`src/rtl/input_ctrl_pkg.sv`:
```
// input_ctrl_pkg
//   Shared definitions for the input value controller: the scan FSM state
//   encoding and the default address/data/depth constants.
package input_ctrl_pkg;

  localparam int DEF_INPUT_NEURON_NUM = 1023;
  localparam int DEF_ADDR_W           = 10;
  localparam int DEF_DATA_W           = 8;

  typedef enum logic [2:0] {
    IDLE    = 3'd0,
    ISSUE   = 3'd1,
    CAPTURE = 3'd2,
    HOLD    = 3'd3,
    DONE    = 3'd4
  } state_e;

endpackage

```
`src/rtl/input_value_ctrl.sv`:
```
// input_value_ctrl
//   Owns the single-port input value memory and arbitrates it between a host
//   loader (writes) and a scan engine that streams every entry 0..N-1 to the
//   SNN input layer over a valid/ready handshake.
//
//   Writes are only accepted while idle, so a scan in flight always sees
//   mem_wr_en=0 and its registered read data is always fresh.
//
// Ports
//   clk, rst                      clock, async active-high reset
//   load_valid/ready/addr/data    host write port (ready is combinational)
//   load_err                      sticky out-of-range write flag
//   scan_start                    one-cycle pulse, starts a sweep from IDLE
//   scan_busy / scan_done         sweep in progress / end-of-sweep pulse
//   out_valid/ready/addr/value    streamed (index, value) beats
//   mem_*                         single-port memory interface; read data is
//                                 registered, one cycle after the address
//
// Build option
//   INPUT_SKIP_ZERO_EN : when defined, entries holding zero are skipped and no
//                        beat is emitted for them.
module input_value_ctrl
  import input_ctrl_pkg::*;
#(
  parameter int INPUT_NEURON_NUM = DEF_INPUT_NEURON_NUM,
  parameter int ADDR_W           = DEF_ADDR_W,
  parameter int DATA_W           = DEF_DATA_W
) (
  input  logic              clk,
  input  logic              rst,
  input  logic              load_valid,
  output logic              load_ready,
  input  logic [ADDR_W-1:0] load_addr,
  input  logic [DATA_W-1:0] load_data,
  input  logic              scan_start,
  output logic              scan_busy,
  output logic              scan_done,
  output logic              load_err,
  output logic              out_valid,
  input  logic              out_ready,
  output logic [ADDR_W-1:0] out_addr,
  output logic [DATA_W-1:0] out_value,
  output logic              mem_wr_en,
  output logic [ADDR_W-1:0] mem_addr_in,
  output logic [DATA_W-1:0] mem_data_in,
  output logic [ADDR_W-1:0] mem_addr_out,
  input  logic [DATA_W-1:0] mem_data_out
);

  localparam logic [ADDR_W-1:0] LAST_IDX = ADDR_W'(INPUT_NEURON_NUM - 1);
  localparam logic [ADDR_W-1:0] ONE      = ADDR_W'(1);

  state_e            state_q, state_d;
  logic [ADDR_W-1:0] idx_q, idx_d;
  logic [ADDR_W-1:0] out_addr_q, out_addr_d;
  logic [DATA_W-1:0] out_value_q, out_value_d;
  logic              load_err_q, load_err_d;

  logic load_fire;
  logic load_in_range;
  logic idx_last;

  // scan_start takes priority: a load offered in the same cycle is refused.
  assign load_ready    = (state_q == IDLE) && !scan_start;
  assign load_fire     = load_valid && load_ready;
  assign load_in_range = 32'(load_addr) < 32'(INPUT_NEURON_NUM);
  // Out-of-range writes still handshake but never reach the memory.
  assign mem_wr_en     = load_fire && load_in_range;
  assign mem_addr_in   = load_addr;
  assign mem_data_in   = load_data;
  assign mem_addr_out  = idx_q;
  assign idx_last      = (idx_q == LAST_IDX);

  assign out_valid = (state_q == HOLD);
  assign scan_busy = (state_q != IDLE);
  assign scan_done = (state_q == DONE);
  assign out_addr  = out_addr_q;
  assign out_value = out_value_q;
  assign load_err  = load_err_q;

  always_comb begin
    state_d     = state_q;
    idx_d       = idx_q;
    out_addr_d  = out_addr_q;
    out_value_d = out_value_q;
    load_err_d  = load_err_q;

    if (load_fire && !load_in_range) load_err_d = 1'b1;

    case (state_q)
      IDLE: begin
        if (scan_start) begin
          idx_d      = '0;
          load_err_d = 1'b0;
          state_d    = ISSUE;
        end
      end
      // Address is already on mem_addr_out; the memory registers it here.
      ISSUE: state_d = CAPTURE;
      CAPTURE: begin
`ifdef INPUT_SKIP_ZERO_EN
        if (mem_data_out == '0) begin
          if (idx_last) begin
            state_d = DONE;
          end else begin
            idx_d   = idx_q + ONE;
            state_d = ISSUE;
          end
        end else begin
          out_addr_d  = idx_q;
          out_value_d = mem_data_out;
          state_d     = HOLD;
        end
`else
        out_addr_d  = idx_q;
        out_value_d = mem_data_out;
        state_d     = HOLD;
`endif
      end
      // Beat is held stable until the consumer takes it; idx never wraps.
      HOLD: begin
        if (out_ready) begin
          if (idx_last) begin
            state_d = DONE;
          end else begin
            idx_d   = idx_q + ONE;
            state_d = ISSUE;
          end
        end
      end
      DONE:    state_d = IDLE;
      default: state_d = IDLE;
    endcase
  end

  always_ff @(posedge clk or posedge rst) begin
    if (rst) begin
      state_q     <= IDLE;
      idx_q       <= '0;
      out_addr_q  <= '0;
      out_value_q <= '0;
      load_err_q  <= 1'b0;
    end else begin
      state_q     <= state_d;
      idx_q       <= idx_d;
      out_addr_q  <= out_addr_d;
      out_value_q <= out_value_d;
      load_err_q  <= load_err_d;
    end
  end

endmodule

```
`config.mk`:
```
export PLATFORM = sky130hd
export DESIGN_NAME = input_value_ctrl
export DESIGN_NICKNAME = d
export VERILOG_FILES = /design/src/rtl/input_ctrl_pkg.sv /design/src/rtl/input_value_ctrl.sv
export SDC_FILE = /design/constraint.sdc
export NUM_CORES = 1
export LEC_CHECK = 0
export CORE_MARGIN = 8
export CORE_UTILIZATION = 38
export CTS_CLUSTER_DIAMETER = 50
export CTS_CLUSTER_SIZE = 8
export DETAILED_ROUTE_END_ITERATION = 7
export HOLD_SLACK_MARGIN = 0.1
export PLACE_DENSITY = 0.74
export RECOVER_POWER = 25
export SLEW_MARGIN = 0
export SYNTH_ARGS = -nofsm -noshare
export SYNTH_HDL_FRONTEND = slang
export SYNTH_SLANG_ARGS = --single-unit
```
`constraint.sdc`:
```
create_clock -name clk -period 2.6 [get_ports clk]
set_input_delay 0.78 -clock clk [delete_from_list [all_inputs] [get_ports clk]]
set_output_delay 0.78 -clock clk [all_outputs]
set_load 0.05 [all_outputs]
```
Word-level counts from Yosys, hierarchy flattened
Cells that the tools add are included.
{"block": "word_totals", "memories": 0, "inputBits": 31, "ff_bits": 32, "romBits": 0, "ramBits": 0, "word_cells": 37, "out_inout_bits": 52, "latchBits": 0}
{"block": "classes", "multipliers": 0, "magnitude_cmp": 1, "div": 0, "muxes": 11, "eq_ne": 8, "n_reduce_logical": 11, "addsub": 1, "bitwise_logic": 0, "n_shift": 0}
{"cell": "10-bit 2-to-1 mux", "n": 3}
{"cell": "10-bit case mux with 2 select lines", "n": 1}
{"cell": "3-bit case mux with 4 select lines", "n": 1}
{"cell": "10-bit by 1-bit adder with 10-bit output (second input constant)", "n": 1}
{"cell": "10-bit == test (second input constant)", "n": 1}
{"cell": "10-bit less-than comparator (second input constant)", "n": 1}
{"cell": "3-bit 2-to-1 mux", "n": 3}
{"cell": "3-bit by 2-bit == test with 1-bit output (second input constant)", "n": 2}
{"cell": "1-bit logical AND", "n": 4}
{"cell": "2-bit inequality test (second input constant)", "n": 2}
{"cell": "4-bit AND reduction", "n": 1}
{"cell": "3-bit by 1-bit == test with 1-bit output (second input constant)", "n": 1}
{"cell": "3-bit == test (second input constant)", "n": 1}
{"cell": "3-bit logical NOT", "n": 1}
{"cell": "1-bit 2-to-1 mux", "n": 3}
{"cell": "3-bit nonzero test", "n": 1}
{"cell": "1-bit logical NOT", "n": 2}
{"cell": "2-bit by 1-bit inequality test with 1-bit output (second input constant)", "n": 1}
{"cell": "2-bit AND reduction", "n": 1}
{"cell": "2-bit nonzero test", "n": 1}

Longest topological paths before layout
{"block": "logic_depth", "word_depth": 7, "mapped_depth": 7, "mapped_depth_nobuf": 6}

Least setup slack after synthesis
Ideal clock, no wire load.
{"block": "synth_path", "kind": "reg2out", "start": "register state_q[0]", "end": "output port mem_wr_en", "path_buffers": 1, "t_arrival_ns": 2.530, "path_slack_ns": -0.710, "stages_incl_launch_ff": 7, "required_ns": 1.820, "cell_sequence": "dfrtp_1 -> buf_6 -> nor3_1 -> inv_1 -> nor2_1 -> nand2_1 -> nor2_1"}
{"block": "synth_via", "elab_chain_len": 4}
{"element": "from (decl)", "line_no": "input_value_ctrl.sv:53", "rtl": "state_e state_q, state_d;"}
{"element": "from (signal assigned)", "line_no": "input_value_ctrl.sv:144", "rtl": "state_q <= state_d;"}
{"element": "3-bit logical NOT", "line_no": "input_value_ctrl.sv:64", "rtl": "assign load_ready = (state_q == IDLE) && !scan_start;"}
{"element": "1-bit logical AND", "line_no": "input_value_ctrl.sv:64"}
{"element": "via load_ready", "line_no": "input_value_ctrl.sv:32", "rtl": "output logic load_ready,"}
{"element": "1-bit logical AND", "line_no": "input_value_ctrl.sv:65", "rtl": "assign load_fire = load_valid && load_ready;"}
{"element": "1-bit logical AND", "line_no": "input_value_ctrl.sv:68", "rtl": "assign mem_wr_en = load_fire && load_in_range;"}
{"element": "to (decl)", "line_no": "input_value_ctrl.sv:43", "rtl": "output logic mem_wr_en,"}
The timed path passes the listed nets, and every way through them passes these cells.

Final worst setup path
{"block": "layout_path", "start": "input port scan_start", "end": "output port mem_wr_en"}
{"block": "layout_via", "elab_chain_len": 4}
{"element": "from (decl)", "line_no": "input_value_ctrl.sv:35", "rtl": "input logic scan_start,"}
{"element": "1-bit logical NOT", "line_no": "input_value_ctrl.sv:64"}
{"element": "1-bit logical AND", "line_no": "input_value_ctrl.sv:64"}
{"element": "1-bit logical AND", "line_no": "input_value_ctrl.sv:65"}
{"element": "1-bit logical AND", "line_no": "input_value_ctrl.sv:68"}
Every way passes these cells.

==> metrics.yaml <==
port_buffers: 66
setup_viol: 0
cap_violations: 0
vias: 1371
synth_area_leaders: "dfrtp_1 (49%), mux2_2 (12%), buf_4 (8.7%)"
post-place-cells: 262
fin_crit_sh_pct: 98.6
cp_cell_sequence: "clkdlybuf4s50_1, nor2_4, nand2_1, nor2_4, buf_6"
p_int_w: 0.00159
cts-buffers-inserted: 5
place_ws_ns: -0.0913
postSynth.topFlopCell: "dfrtp_1"
grt-ovfl-total: 0
pwr-share-clk_pct: 18.4
drive_above_1_share_pct: 31.5
ys_seq_area_share_pct: 48.7
antenna_found_initial: 0
synth_top_area_share_pct: 48.7
p_comb_share_pct: 54.1
final_nets: 251
async_reset_ff_share_pct: 100
dr.pass1.iters: 4
gp_routability_congestion: 0.808
drt_iter0_markers: 47
worst_slew_pin_slew_ns: 0.783
drv_slew: 0
core-area_um2: 4260
arrival_ns: 1.78
die_x_um: 81.8
critPathRequiredTime_ns: 1.82
cts_tree: "built"
cp_num_cells: 5
finalCriticalPeriod_ns: 2.56
hold_path_class: "reg2reg"
fill_cells: 356
cp-end-kind: "output port"
fin_cells: 271
syn_inst: 148
clock-root-buffer: "clkbuf_8"
cts_sinks: 32
grt_max_degree: 33
yosysWarnings: 0
rows: 24
synthToLayoutAreaGrowth_pct: 57.7
seqPwrFrac_pct: 27.6
synth.distinct_cells: 31
vdd_drop_max_uv: 514
yosysTopAreaCell: "dfrtp_1"
ys_ff_latch: 32
crit_buf_inv: 2
ctsHtreeMaxLevel: 2
io_pins: 83
drc_errors: 0
postRouteAntennaNets: 0
power.leakage_nw: 1.19
hpwl_mm: 3.23
avgSynthCellArea_um2: 11.1
ctsHoldBuffers: 0
clockBufferDepth: 2
start_kind: "input pin"
crit_fanout: 4
fin_ws_ns: 0.0375
fin_skew_ns: 0.00822
antenna_cells: 0
reg2reg_depth: 5
slowest_stage: "clkdlybuf4s50_1"
clock.fmax_mhz: 390
min_path_cells: 1
grt_pass1_wl_mm: 6.93
synth-edff-count: 0
die_h_um: 81.8
switching_power_w: 0.00123
maxSlewHeadroom_pct: 47.8
grt_usage_pct: 13.4
via_per_inst: 5.06
holdWs_ns: 0.506
power_density_nw_per_um2: 1080
dieArea_um2: 6690
synth.cell_area_um2: 1650
synth_fp_nets: 181
path_class: "in2out"
run_status: "finished clean"
cpPeakStageDelay_ns: 0.51
final_hold_viol_count: 0
clk_latency_ns: 0.28
p_sw_share_pct: 43.6
grt_pass1_vias: 1369
drt_wl_total_mm: 4.22
cpMostUsedCell: "nor2_4"
wire_per_inst_um: 15.6
clk_pin_slew_ns: 0.07
cp_top_family: "buffers and inverters"
initial_core_util_pct: 38.6
## synthesized netlist by cell type (all sizes together) (2+ instances only)
cell type / instances
dfrtp: 32
buf: 22
mux2: 19
a31oi: 10
nand2: 9
a21oi: 7
and3: 6
inv: 5
nand2b: 5
nand3: 5
nor2: 4
nor3: 4
and2: 3
nand4: 3
o21ai: 3
ha: 2
## placed cells by master (no fill, tap or decap), types with 2 or more instances in the layout
cell / Yosys / layout
clkdlybuf4s50_1: 0 / 40
dfrtp_1: 32 / 32
buf_4: 19 / 20
mux2_2: 18 / 18
buf_12: 0 / 12
a31oi_1: 10 / 10
nand2_1: 9 / 9
dlygate4sd2_1: 0 / 9
clkbuf_8: 0 / 7
and3_1: 6 / 6
a21oi_1: 6 / 6
nand2b_1: 5 / 5
nand3_1: 5 / 5
inv_1: 5 / 5
and2_1: 3 / 3
nor3_1: 4 / 3
o21ai_0: 3 / 3
nor2_4: 0 / 2
nand4_1: 2 / 2
ha_1: 2 / 2
## through the flow
step           total power (W)  utilization, %  cell area [um^2]   TNS, ns
2_1_floorplan          0.00184               -              1660         0
3_5_place_dp           0.00233            57.8              2460   -0.0913
4_1_cts                0.00286            60.7              2590         0
5_1_grt                0.00296            60.9              2590  -0.00538
6_report               0.00281            60.9              2590         0
3_3_place_gp           0.00230            57.8              2460   -0.0739
## layout make-up
cell class	instances	area (um^2)	area share, %
clock inverter	1	30.0	1.16
multi-input combinational	89	676	26.0
clock buffer	7	96.3	3.71
sequential	32	801	30.9
inverter	5	18.8	0.723
tap	52	65.1	2.51
timing repair buffer	85	908	35.0
## power by group through the flow
stage | Combinational [W] | Clock, W | Sequential, W
2_1_floorplan | 0.000610 | 0 | 0.00123
3_3_place_gp | 0.00153 | 0 | 0.000778
3_5_place_dp | 0.00154 | 0 | 0.000787
4_1_cts | 0.00154 | 0.000538 | 0.000778
5_1_grt | 0.00159 | 0.000555 | 0.000808
6_report | 0.00152 | 0.000516 | 0.000775
## worst reg2reg max path, cell delays in order, from the launching register on
cell	delay, ns
dfrtp_1	0.49
and3b_1	0.56
nand4_4	0.20
and2_1	0.25
buf_4	0.17
a31oi_1	0.18
## logic make-up after synthesis
| family | count (synthesis) | synth area share, % |
|---|---|---|
| buffers and inverters | 27 | 11.5 |
| DFF | 32 | 48.7 |
| muxes | 19 | 13.2 |
| AOI/OAI and AO/OA | 24 | 9.20 |
| adders and majority gates | 2 | 1.52 |
| and+or+nand+nor | 44 | 15.9 |
## final timing paths
check	start	to	slack, ns
worst max-delay path	scan_start	mem_wr_en	0.04
worst min-delay path	out_value[5]	out_value[5]	0.51
min in group asynchronous	rst	out_value[1]	1.16
worst max register to register	state_q[0]	mem_addr_out[6]	0.67
worst min register to register	out_value[5]	out_value[5]	0.51
max in group asynchronous	rst	out_addr[9]	0.94
## sequential cells by signal, summed over array words and instances, names as in the netlist
signal,flops
out_value,8
out_addr,10
load_err,1
state_q,3
mem_addr_out,10
## per-layer routing
metal  up-vias  routed length [um]  GRT usage, %
met1       662                1700          16.4
met3         7                 336          4.81
met4         0                  73          6.14
li1        653                   -             -
met2        49                2110          20.7
met5         -                   0             0
## what timing repair did
item                       4_1_cts  5_1_grt
hold endpoints to repair         0        0
pin swaps                        3        0
gates cloned                     0        0
buffers inserted                 1        0
resized for setup               10        2
setup endpoints to repair        1        1
(Power assumes the default switching activity.)
